===== src/rtl/step_distance_tracker_pkg.sv =====
// Shared constants, BCD digit type and BCD helper functions for the
// step/distance sensor counters. Imported by step_distance_tracker and its
// interface.
package fitbit_pkg;

  localparam int DEF_STEPS_PER_HALF = 2048;
  localparam int DEF_STEP_W         = 20;
  localparam int DEF_DIST_W         = 20;
  localparam int DEF_DIST_INC       = 5;
  localparam int DEF_BCD_DIGITS     = 6;

  typedef logic [3:0] bcd_digit_t;

  typedef struct packed {
    logic       carry;
    bcd_digit_t digit;
  } bcd_sum_t;

  // Single BCD digit add: a + b + cin, with a decimal carry out.
  function automatic bcd_sum_t bcd_add_const(input bcd_digit_t a,
                                             input bcd_digit_t b,
                                             input logic cin);
    logic [4:0] s;
    bcd_sum_t   r;
    s = {1'b0, a} + {1'b0, b} + {4'b0000, cin};
    if (s > 5'd9) begin
      r.carry = 1'b1;
      r.digit = s[3:0] - 4'd10;
    end else begin
      r.carry = 1'b0;
      r.digit = s[3:0];
    end
    return r;
  endfunction

  // Decimal digit number idx (0 = units) of a constant; elaboration-time only.
  function automatic bcd_digit_t const_digit(input int value, input int idx);
    int v;
    v = value;
    for (int k = 0; k < idx; k++) begin
      v = v / 10;
    end
    return bcd_digit_t'(v % 10);
  endfunction

endpackage


===== src/rtl/step_distance_tracker_if.sv =====
// Bus between the step/distance tracker and its consumer.
// Optional BCD readout is present only when DIST_BCD_EN is defined.
//
// Handshake: there is no valid/ready pair. X is a free-running raw level,
// run and clear are level controls sampled on every clk100MHz edge, and all
// outputs are registered and valid in every cycle after reset; half_tick is
// a single-cycle pulse that the consumer must sample every cycle.
interface step_distance_tracker_if
  import fitbit_pkg::*;
#(
  parameter int STEP_W = DEF_STEP_W,
  parameter int DIST_W = DEF_DIST_W
`ifdef DIST_BCD_EN
  , parameter int BCD_DIGITS = DEF_BCD_DIGITS
`endif
);

  logic              X;
  logic              run;
  logic              clear;
  logic [STEP_W-1:0] step_count;
  logic [DIST_W-1:0] distance_val;
  logic              half_tick;
  logic              overflow;
`ifdef DIST_BCD_EN
  logic [4*BCD_DIGITS-1:0] distance_bcd;
`endif

  // Sensor/controller side.
  modport master (
    output X, run, clear,
    input  step_count, distance_val, half_tick, overflow
`ifdef DIST_BCD_EN
    , input distance_bcd
`endif
  );

  // Tracker side.
  modport slave (
    input  X, run, clear,
    output step_count, distance_val, half_tick, overflow
`ifdef DIST_BCD_EN
    , output distance_bcd
`endif
  );

endinterface


===== src/rtl/step_distance_tracker_edge_sync.sv =====
// Two-flop synchroniser plus rising-edge detector for a raw sensor line.
// Reusable by any counter fed from an asynchronous pulse input.
module step_edge_sync (
  input  logic clk100MHz,
  input  logic reset,
  input  logic X,
  output logic step_edge
);

  logic r_s1;
  logic r_s2;
  logic r_prev;

  // Synchronise X and keep the previous synchronised sample for edge detection.
  always_ff @(posedge clk100MHz) begin
    if (!reset) begin
      r_s1   <= 1'b0;
      r_s2   <= 1'b0;
      r_prev <= 1'b0;
    end else begin
      r_s1   <= X;
      r_s2   <= r_s1;
      r_prev <= r_s2;
    end
  end

  assign step_edge = r_s2 & ~r_prev;

endmodule


===== src/rtl/step_distance_tracker.sv =====
// Step counter and incremental distance accumulator.
// Counts rising edges of the raw step line while run is high, adds DIST_INC
// to the distance every STEPS_PER_HALF steps, saturates with a sticky
// overflow flag and pulses half_tick on every distance increment.
// Optional macro DIST_BCD_EN adds a packed-BCD copy of the distance kept by
// in-place decimal addition.
module step_distance_tracker
  import fitbit_pkg::*;
#(
  parameter int STEPS_PER_HALF = DEF_STEPS_PER_HALF,
  parameter int STEP_W         = DEF_STEP_W,
  parameter int DIST_W         = DEF_DIST_W,
  parameter int DIST_INC       = DEF_DIST_INC
`ifdef DIST_BCD_EN
  , parameter int BCD_DIGITS   = DEF_BCD_DIGITS
`endif
) (
  input logic                    clk100MHz,
  input logic                    reset,
  step_distance_tracker_if.slave bus
);

  localparam int                HALF_W       = $clog2(STEPS_PER_HALF);
  localparam logic [HALF_W-1:0] HALF_LAST    = HALF_W'(STEPS_PER_HALF - 1);
  localparam logic [DIST_W:0]   DIST_INC_EXT = (DIST_W + 1)'(DIST_INC);
  localparam logic [DIST_W:0]   DIST_CEIL    = {1'b0, {DIST_W{1'b1}}};
  localparam logic [STEP_W-1:0] STEP_CEIL    = {STEP_W{1'b1}};

  logic [STEP_W-1:0] r_step;
  logic [DIST_W-1:0] r_dist;
  logic [HALF_W-1:0] r_half;
  logic              r_half_tick;
  logic              r_overflow;

  logic              w_step_edge;
  logic              w_accept;
  logic              w_wrap;
  logic [STEP_W-1:0] w_step_next;
  logic              w_step_hits_ceil;
  logic [HALF_W-1:0] w_half_next;
  logic [DIST_W:0]   w_dist_sum;
  logic              w_dist_hits_ceil;
  logic [DIST_W-1:0] w_dist_next;
  logic              w_bcd_hits_ceil;
  logic              w_overflow_set;

  step_edge_sync u_edge_sync (
    .clk100MHz (clk100MHz),
    .reset     (reset),
    .X         (bus.X),
    .step_edge (w_step_edge)
  );

  // A step coinciding with clear is dropped; the edge tracker keeps running
  // regardless of run so resuming with X already high adds nothing.
  assign w_accept = w_step_edge & bus.run & ~bus.clear;
  assign w_wrap   = w_accept & (r_half == HALF_LAST);

  assign w_step_next      = (r_step == STEP_CEIL) ? r_step : r_step + 1'b1;
  assign w_step_hits_ceil = (w_step_next == STEP_CEIL);
  assign w_half_next      = (r_half == HALF_LAST) ? '0 : r_half + 1'b1;

  // One extra bit on the sum makes the saturation compare free of wrap-around.
  // Overflow is raised as soon as a counter sits at its ceiling, including
  // the case where the add lands exactly on all-ones.
  assign w_dist_sum       = {1'b0, r_dist} + DIST_INC_EXT;
  assign w_dist_hits_ceil = (w_dist_sum >= DIST_CEIL);
  assign w_dist_next      = w_dist_hits_ceil ? {DIST_W{1'b1}} : w_dist_sum[DIST_W-1:0];

  assign w_overflow_set = w_accept &
                          (w_step_hits_ceil | (w_wrap & (w_dist_hits_ceil | w_bcd_hits_ceil)));

  // Step, half-unit and distance counters with clear below reset in priority.
  always_ff @(posedge clk100MHz) begin
    if (!reset) begin
      r_step      <= '0;
      r_dist      <= '0;
      r_half      <= '0;
      r_half_tick <= 1'b0;
      r_overflow  <= 1'b0;
    end else if (bus.clear) begin
      r_step      <= '0;
      r_dist      <= '0;
      r_half      <= '0;
      r_half_tick <= 1'b0;
      r_overflow  <= 1'b0;
    end else begin
      r_half_tick <= w_wrap;
      r_overflow  <= r_overflow | w_overflow_set;
      if (w_accept) begin
        r_step <= w_step_next;
        r_half <= w_half_next;
      end
      if (w_wrap) begin
        r_dist <= w_dist_next;
      end
    end
  end

`ifdef DIST_BCD_EN
  localparam logic [4*BCD_DIGITS-1:0] BCD_NINES = {BCD_DIGITS{4'h9}};

  logic [4*BCD_DIGITS-1:0] r_bcd;
  logic [4*BCD_DIGITS-1:0] w_bcd_sum;
  logic [4*BCD_DIGITS-1:0] w_bcd_next;
  logic [BCD_DIGITS:0]     w_bcd_carry;

  assign w_bcd_carry[0] = 1'b0;

  // Ripple decimal add of the constant increment, digit by digit.
  for (genvar g = 0; g < BCD_DIGITS; g++) begin : g_bcd_digit
    localparam bcd_digit_t INC_DIGIT = const_digit(DIST_INC, g);
    bcd_sum_t w_digit_sum;
    assign w_digit_sum          = bcd_add_const(r_bcd[4*g +: 4], INC_DIGIT, w_bcd_carry[g]);
    assign w_bcd_sum[4*g +: 4]  = w_digit_sum.digit;
    assign w_bcd_carry[g+1]     = w_digit_sum.carry;
  end

  // BCD saturates on its own ceiling, independent of the binary distance.
  assign w_bcd_hits_ceil = w_bcd_carry[BCD_DIGITS] | (w_bcd_sum == BCD_NINES);
  assign w_bcd_next      = w_bcd_hits_ceil ? BCD_NINES : w_bcd_sum;

  // BCD distance follows the binary distance on every half-unit wrap.
  always_ff @(posedge clk100MHz) begin
    if (!reset) begin
      r_bcd <= '0;
    end else if (bus.clear) begin
      r_bcd <= '0;
    end else if (w_wrap) begin
      r_bcd <= w_bcd_next;
    end
  end

  assign bus.distance_bcd = r_bcd;
`else
  assign w_bcd_hits_ceil = 1'b0;
`endif

  assign bus.step_count   = r_step;
  assign bus.distance_val = r_dist;
  assign bus.half_tick    = r_half_tick;
  assign bus.overflow     = r_overflow;

endmodule


===== src/flat_wrapper.sv =====
// flat-port wrapper written by rule: the top's interface ports become plain ports
module step_distance_tracker_flat import fitbit_pkg::*;
#(
  parameter int STEPS_PER_HALF = DEF_STEPS_PER_HALF,
  parameter int STEP_W         = DEF_STEP_W,
  parameter int DIST_W         = DEF_DIST_W,
  parameter int DIST_INC       = DEF_DIST_INC

)
  (clk100MHz, reset, bus_X, bus_run, bus_clear, bus_step_count, bus_distance_val, bus_half_tick, bus_overflow);
  step_distance_tracker_if #(.STEP_W(STEP_W), .DIST_W(DIST_W)) bus_i ();
  input logic clk100MHz;
  input logic reset;
  input wire logic [$bits(bus_i.X)-1:0] bus_X;
  input wire logic [$bits(bus_i.run)-1:0] bus_run;
  input wire logic [$bits(bus_i.clear)-1:0] bus_clear;
  output wire logic [$bits(bus_i.step_count)-1:0] bus_step_count;
  output wire logic [$bits(bus_i.distance_val)-1:0] bus_distance_val;
  output wire logic [$bits(bus_i.half_tick)-1:0] bus_half_tick;
  output wire logic [$bits(bus_i.overflow)-1:0] bus_overflow;
  assign bus_i.X = bus_X;
  assign bus_i.run = bus_run;
  assign bus_i.clear = bus_clear;
  assign bus_step_count = bus_i.step_count;
  assign bus_distance_val = bus_i.distance_val;
  assign bus_half_tick = bus_i.half_tick;
  assign bus_overflow = bus_i.overflow;
  step_distance_tracker #(.STEPS_PER_HALF(STEPS_PER_HALF), .STEP_W(STEP_W), .DIST_W(DIST_W), .DIST_INC(DIST_INC)) u_core (.clk100MHz(clk100MHz), .reset(reset), .bus(bus_i));
endmodule

===== config.mk =====
export PLATFORM = sky130hd
export DESIGN_NAME = step_distance_tracker_flat
export DESIGN_NICKNAME = d
export VERILOG_FILES = /design/src/rtl/step_distance_tracker_pkg.sv /design/src/rtl/step_distance_tracker_if.sv /design/src/rtl/step_distance_tracker_edge_sync.sv /design/src/rtl/step_distance_tracker.sv /design/src/flat_wrapper.sv
export SDC_FILE = /design/constraint.sdc
export NUM_CORES = 1
export LEC_CHECK = 0
export BUFFER_PORTS_ARGS = -buffer_cell sky130_fd_sc_hd__buf_2
export CAP_MARGIN = 5
export CORE_MARGIN = 1.5
export CORE_UTILIZATION = 51
export CTS_CLUSTER_SIZE = 28
export DETAILED_ROUTE_END_ITERATION = 7
export PLACE_DENSITY = 0.8
export SYNTH_ARGS = -nofsm -noshare
export SYNTH_HDL_FRONTEND = slang
export SYNTH_SLANG_ARGS = --single-unit

===== constraint.sdc =====
create_clock -name clk100MHz -period 2.4 [get_ports clk100MHz]
set_input_delay 0.36 -clock clk100MHz [delete_from_list [all_inputs] [get_ports clk100MHz]]
set_output_delay 0.36 -clock clk100MHz [all_outputs]
set_load 0.01 [all_outputs]

==> impl_metrics.tcl, run 1 <==
set metrics [dict create \
    violations "setup timing" \
    ys_ff_latch 56 \
    total_power_mw 1.60 \
    gp_congestion 0.949 \
    ys_async_sr_fraction_pct 0 \
    track_usage_pct 25.4 \
    cap_viol_max_count 0 \
    die-area_um2 6480 \
    yosys.area.top_type "dfxtp_1" \
    synth_top_area_share_pct 36.6 \
    timing.final.ws_setup_ps -70.5 \
    period_needed_ps 2470 \
    period_share_pct 103 \
    synthTopCellsByArea "dfxtp_1 37%, nor2_1 6.5%, xnor2_1 4.9%" \
    fp-row-count 28 \
    path_max_fanout 7 \
    die_y_um 80.5 \
    critPathRequiredTime_ps 2610 \
    place_area_um2 3610 \
    top_level_ports 47 \
    grt_overflow 0 \
    final_area_um2 3960 \
    peakVddDrop_uv 273 \
    outcome "finished, violations left" \
    vias 3189 \
    synth_edf_count 0 \
    cts_tree "done" \
    dp_worst_setup_slack_ps -69.9 \
    start_kind "flop" \
    critPathArrivalTime_ps 2680 \
    max_freq_ghz 0.405 \
    cts_sinks 56 \
    slew_viol_final 0 \
    ys.flop_type "dfxtp_1" \
    holdWs_ps 282 \
    rsz0062_at_grt "yes" \
    area_delta_synth_final_pct 29.3 \
    synthDistinctLibCells 64 \
    tightestPinTransition_ps 511 \
    leakage_nw 1.55 \
    synth_area_um2 3060 \
    antenna_left 0 \
    cts_hold_buf 0 \
    diodes 0 \
    synth_area_per_cell_um2 8.21 \
    synth_warnings 0 \
    io_buffers 46 \
    nets 461 \
    drive_gt1_share_pct 30.9 \
    drt-total-wl_mm 8.78 \
    antenna_found_initial 0 \
    cts_max_path_buffers 2 \
    viasPerCell 6.04 \
    core-area_um2 5850 \
    initial_utilization_pct 52.3 \
    grt_max_degree 30 \
    die_width_um 80.5 \
    synth_cells 373 \
    end_kind "flop" \
    ys_seq_area_share_pct 36.6 \
    fill_cells 456 \
    clk_pin_slew_ps 100 \
    hold_violations 0 \
    slew_headroom_pct 65.7 \
    setup_violations 4 \
    grt_pass1_wl_mm 12.9 \
    cts_buffers 5 \
    pwr_density_cell_nw_per_um2 404 \
    cts_root_buf "clkbuf_8" \
    drt_iter0_drc 274 \
    wl_per_cell_um 16.6 \
    cts-htree-levels 2 \
    dp_hpwl_mm 5.66 \
    firstDrtPassIters 5 \
    drc_errors 0 \
    clock_latency_ps 320 \
    skew_ps 7.33 \
    crit_type "reg -> reg" \
    min_path_type "in -> reg" \
    first_global_vias 2806 \
    syn_nets 382 \
]
[flip-flops by register name, indices dropped and copies added, names as in the netlist]
name and cells:
u_core.u_edge_sync.r_prev 1, u_core.bus.half_tick 1, u_core.u_edge_sync.r_s2 1, u_core.u_edge_sync.r_s1 1, u_core.bus.overflow 1, u_core.r_half 11, u_core.bus.step_count 20, u_core.bus.distance_val 20
[metrics by stage]
| step | instances | utilization (%) | TNS (ps) |
|---|---|---|---|
| 6_report | 528 | 67.6 | -153 |
| 5_1_grt | 528 | 67.6 | -704 |
| 4_1_cts | 523 | 64.0 | -58.5 |
| 3_5_place_dp | 514 | 61.6 | -381 |
| 3_3_place_gp | 514 | 61.6 | 0 |
| 2_1_floorplan | 373 | - | 0 |
[per-layer routing]
| metal | global-route usage [%] | vias to the layer above | share of wire, % |
|---|---|---|---|
| met3 | 5.00 | 43 | 5.1 |
| met1 | 31.3 | 1500 | 42 |
| met4 | 10.3 | 0 | 4.0 |
| li1 | - | 1509 | - |
| met5 | 0 | - | 0 |
| met2 | 43.1 | 137 | 49 |
[cell families after synthesis]
| group | after synthesis | synth area share (%) |
|---|---|---|
| AOI/OAI and AO/OA | 73 | 16.2 |
| adders and majority gates | 4 | 1.63 |
| buffers and inverters | 29 | 3.84 |
| xor gates and xnor gates | 31 | 8.87 |
| and+or+nand+nor | 177 | 31.9 |
| DFF | 56 | 36.6 |
| muxes | 3 | 0.981 |
[synth_stat cells (all sizes together), types with 2 or more instances]
master	n
a21oi	19
nor3	20
a21boi	2
nand4	13
xor2	14
o21ai	21
nand2b	4
or4	3
o41ai	3
inv	15
nand3	27
ha	4
nor4bb	2
dfxtp	56
and2	5
nor2b	2
nor4b	2
a31o	2
nor2	54
a31oi	7
xnor2	17
nand2	22
nor4	10
a211oi	5
o211ai	2
and3	6
mux2i	3
clkbuf	13
[final timing paths]
kind,slack [ps],cells after the start,from,end
worst max register to register,-70,9,u_core.bus.distance_val[0],u_core.bus.distance_val[1]
worst max-delay path,-70,9,u_core.bus.distance_val[0],u_core.bus.distance_val[1]
worst min register to register,440,1,u_core.u_edge_sync.r_s1,u_core.u_edge_sync.r_s2
worst min-delay path,280,2,bus_X,u_core.u_edge_sync.r_s1
[cells in the final DEF (no fill, tap or decap), drive strengths merged, types with 4 or more instances in the layout]
cell type,instances
buf,86
dfxtp,56
nor2,54
nand3,27
nand2,22
o21ai,21
nor3,20
a21oi,19
xnor2,17
inv,15
xor2,14
nand4,13
nor4,10
a31oi,7
and3,6
clkbuf,6
and2,5
a211oi,5
nand2b,4
ha,4
[where the power goes]
| part | internal (mW) | switching, mW | total [mW] |
|---|---|---|---|
| sequential | 0.928 | 0.00123 | 0.930 |
| combinational | 0.0140 | 0.0257 | 0.0396 |
| clock | 0.311 | 0.320 | 0.631 |
| total | 1.25 | 0.347 | 1.60 |
[critical path: stages (launching register included)]
cell and delay (ps):
dfxtp_4 400, ha_4 180, o211ai_4 150, or4_4 630, nor3_4 290, buf_6 160
o41ai_4 80, buf_4 180, nor3_1 200, nor2_1 80
[cell type report]
cell class / instances / area (µm²) / share of cell area (%)
well taps: 75 / 93.8 / 2.37
flip-flops and latches: 56 / 1130 / 28.6
clock inverters: 2 / 35.0 / 0.885
inverters: 15 / 56.3 / 1.42
repair buffers: 86 / 554 / 14.0
multi-input cells: 288 / 2010 / 50.8
clock buffers: 6 / 72.6 / 1.83
[timing repair]
action	CTS	global route
endpoints found under the setup margin	16	19
gates cloned	0	1
setup buffers	1	4
pin swaps	2	15
gates resized for setup	3	36
Note: power is estimated with default switching activity, not from simulation.
==> run 2: changes to the inputs <==
--- a/config.mk
+++ b/config.mk
@@ -8,10 +8,11 @@
 export BUFFER_PORTS_ARGS = -buffer_cell sky130_fd_sc_hd__buf_2
 export CAP_MARGIN = 5
 export CORE_MARGIN = 1.5
-export CORE_UTILIZATION = 51
+export CORE_UTILIZATION = 53
+export CTS_BUF_LIST = sky130_fd_sc_hd__clkbuf_8
 export CTS_CLUSTER_SIZE = 28
 export DETAILED_ROUTE_END_ITERATION = 7
-export PLACE_DENSITY = 0.8
+export PLACE_DENSITY = 0.82
 export SYNTH_ARGS = -nofsm -noshare
 export SYNTH_HDL_FRONTEND = slang
 export SYNTH_SLANG_ARGS = --single-unit
==> constraint.sdc (replaced) <==
create_clock -name clk100MHz -period 2.4 [get_ports clk100MHz]
set_input_delay 0.36 -clock clk100MHz [delete_from_list [all_inputs] [get_ports clk100MHz]]
set_output_delay 0.36 -clock clk100MHz [all_outputs]
set_load 0.02 [all_outputs]
==> run 2 against run 1 <==
Net effect:
- utilization rose by 3.7 points
- clock-buffer cell count fell by 1
- the flow still finishes with violations (setup timing)
- fmax rose by 0.77%
- cell count did not move
- critical endpoint is now u_core.bus.distance_val[15]
- largest cell class unchanged
- cell area barely moved
- combinational power fell by 11%
- global-route usage rose by 1.4 points
==> impl_metrics.tcl, run 2 (synthesis gave the netlist of run 1 again) <==
set metrics [dict create \
    cts_max_path_buffers 2 \
    leakage_nw 1.56 \
    violations "setup timing" \
    outcome "finished, violations left" \
    max_freq_ghz 0.408 \
    skew_ps 14.0 \
    area_delta_synth_final_pct 29.1 \
    period_share_pct 102 \
    cts_buffers 5 \
    cts_sinks 56 \
    period_needed_ps 2450 \
    pwr_density_cell_nw_per_um2 371 \
    wl_per_cell_um 16.7 \
    p_comb_share_pct 2.4 \
    initial_utilization_pct 55.3 \
    start_kind "flop" \
    rsz0062_at_grt "yes" \
    slew_headroom_pct 66.0 \
    cts_root_buf "clkbuf_8" \
    fp-row-count 27 \
    antenna_left 0 \
    netSwitchingFraction_pct 22.5 \
    die_y_um 79.0 \
    holdWs_ps 262 \
    dp_hpwl_mm 5.90 \
    cts_tree "done" \
    crit_type "reg -> reg" \
    fin_setup_tns_ps -316 \
    core-area_um2 5540 \
    drt_iter0_drc 253 \
    clk_pin_slew_ps 100 \
    gp_congestion 0.930 \
    final_area_um2 3950 \
    first_global_vias 2948 \
    cp_slowest_cell "dfxtp_4" \
    io_buffers 46 \
    firstDrtPassIters 5 \
    final_cell_mix "51 x nor2_1, 49 x dfxtp_1, 46 x buf_2, 41 x buf_4, 24 x nand3_1" \
    clock_latency_ps 310 \
    drt-total-wl_mm 8.80 \
    switchingPower_uw 331 \
    drc_errors 0 \
    vias 3235 \
    grt_max_degree 39 \
    min_path_type "in -> reg" \
    setup_violations 11 \
    cts_hold_buf 0 \
    tightestPinTransition_ps 506 \
    nets 464 \
    power_frac_clock_pct 34.3 \
    intPower_mw 1.14 \
    grt_pass1_wl_mm 13.5 \
    critPathArrivalTime_ps 2690 \
    hold_violations 0 \
    timing.final.ws_setup_ps -51.7 \
    crit_buf_inv 2 \
    top_level_ports 47 \
    diodes 0 \
    final_common_cell "nor2_1" \
    critPathTopFamily "simple AND/OR/NAND/NOR gates" \
    critPathRequiredTime_ps 2630 \
    slowest_delay_ps 390 \
    p_seq_share_pct 63.3 \
    viasPerCell 6.13 \
    drive_gt1_share_pct 31.4 \
    grt_overflow 0 \
    path_max_fanout 6 \
    end_kind "flop" \
    peakVddDrop_uv 255 \
    cap_viol_max_count 0 \
    antenna_found_initial 0 \
    track_usage_pct 26.8 \
    die_width_um 79.0 \
    slew_viol_final 0 \
    path_cells "ha_4 -> buf_4 -> nor2_4 -> a2111oi_2 -> nor3_2 -> o2111ai_4 -> buf_6 -> nor4_4 -> nor2_4 -> a221oi_2" \
    finish.utilization_pct 71.4 \
    place_area_um2 3630 \
    critPathMostFrequentCell "nor2_4" \
    die-area_um2 6240 \
    cts-htree-levels 2 \
]
==> run 2: area by class of cell <==
type | instances | area (µm²)
timing repair buffer | 89 | 569
tap | 72 | 90.1
sequential | 56 | 1130
fill | 453 | 1590
inverter | 15 | 56.3
clock buffer | 5 | 68.8
multi-input combinational | 288 | 2020
clock inverter | 3 | 12.5
==> run 2: per-stage QoR <==
stage / worst slack, ps / power (mW) / std cells
2_1_floorplan: 7.46 / 0.972 / 373
3_3_place_gp: -8.71 / 0.985 / 514
3_5_place_dp: -114 / 0.986 / 514
4_1_cts: 2.49 / 1.47 / 522
5_1_grt: -195 / 1.51 / 528
6_report: -51.7 / 1.47 / 528
==> run 2: what timing repair did <==
action                     CTS  global route
cloned                       0             0
pin swaps                    2            14
setup buffers                0             6
setup endpoints to repair   17            18
resized for setup            8            28
==> run 2: per-layer routing <==
metal  track usage (%)  vias up  part of all wire (%)
met5                 0        -                     0
met2              47.4      144                    51
met4              10.9        0                   3.6
li1                  -     1508                     -
met3              5.06       40                   5.5
met1              31.7     1543                    39
==> run 2: path summary, 6_finish.rpt <==
kind | startpoint | to | slack (ps) | cells after the start
worst min-delay path | bus_X | u_core.u_edge_sync.r_s1 | 260 | 2
worst max-delay path | u_core.bus.distance_val[1] | u_core.bus.distance_val[15] | -50 | 10
worst min register to register | u_core.u_edge_sync.r_s1 | u_core.u_edge_sync.r_s2 | 440 | 1
worst max register to register | u_core.bus.distance_val[1] | u_core.bus.distance_val[15] | -50 | 10
==> run 2: power groups by stage <==
stage | clock (mW) | combinational (mW) | sequential (mW)
after floorplan | 0 | 0.0208 | 0.951
after CTS | 0.509 | 0.0348 | 0.929
after global routing | 0.545 | 0.0391 | 0.930
final | 0.504 | 0.0354 | 0.929
after detailed placement | 0 | 0.0349 | 0.951
after global placement | 0 | 0.0336 | 0.951
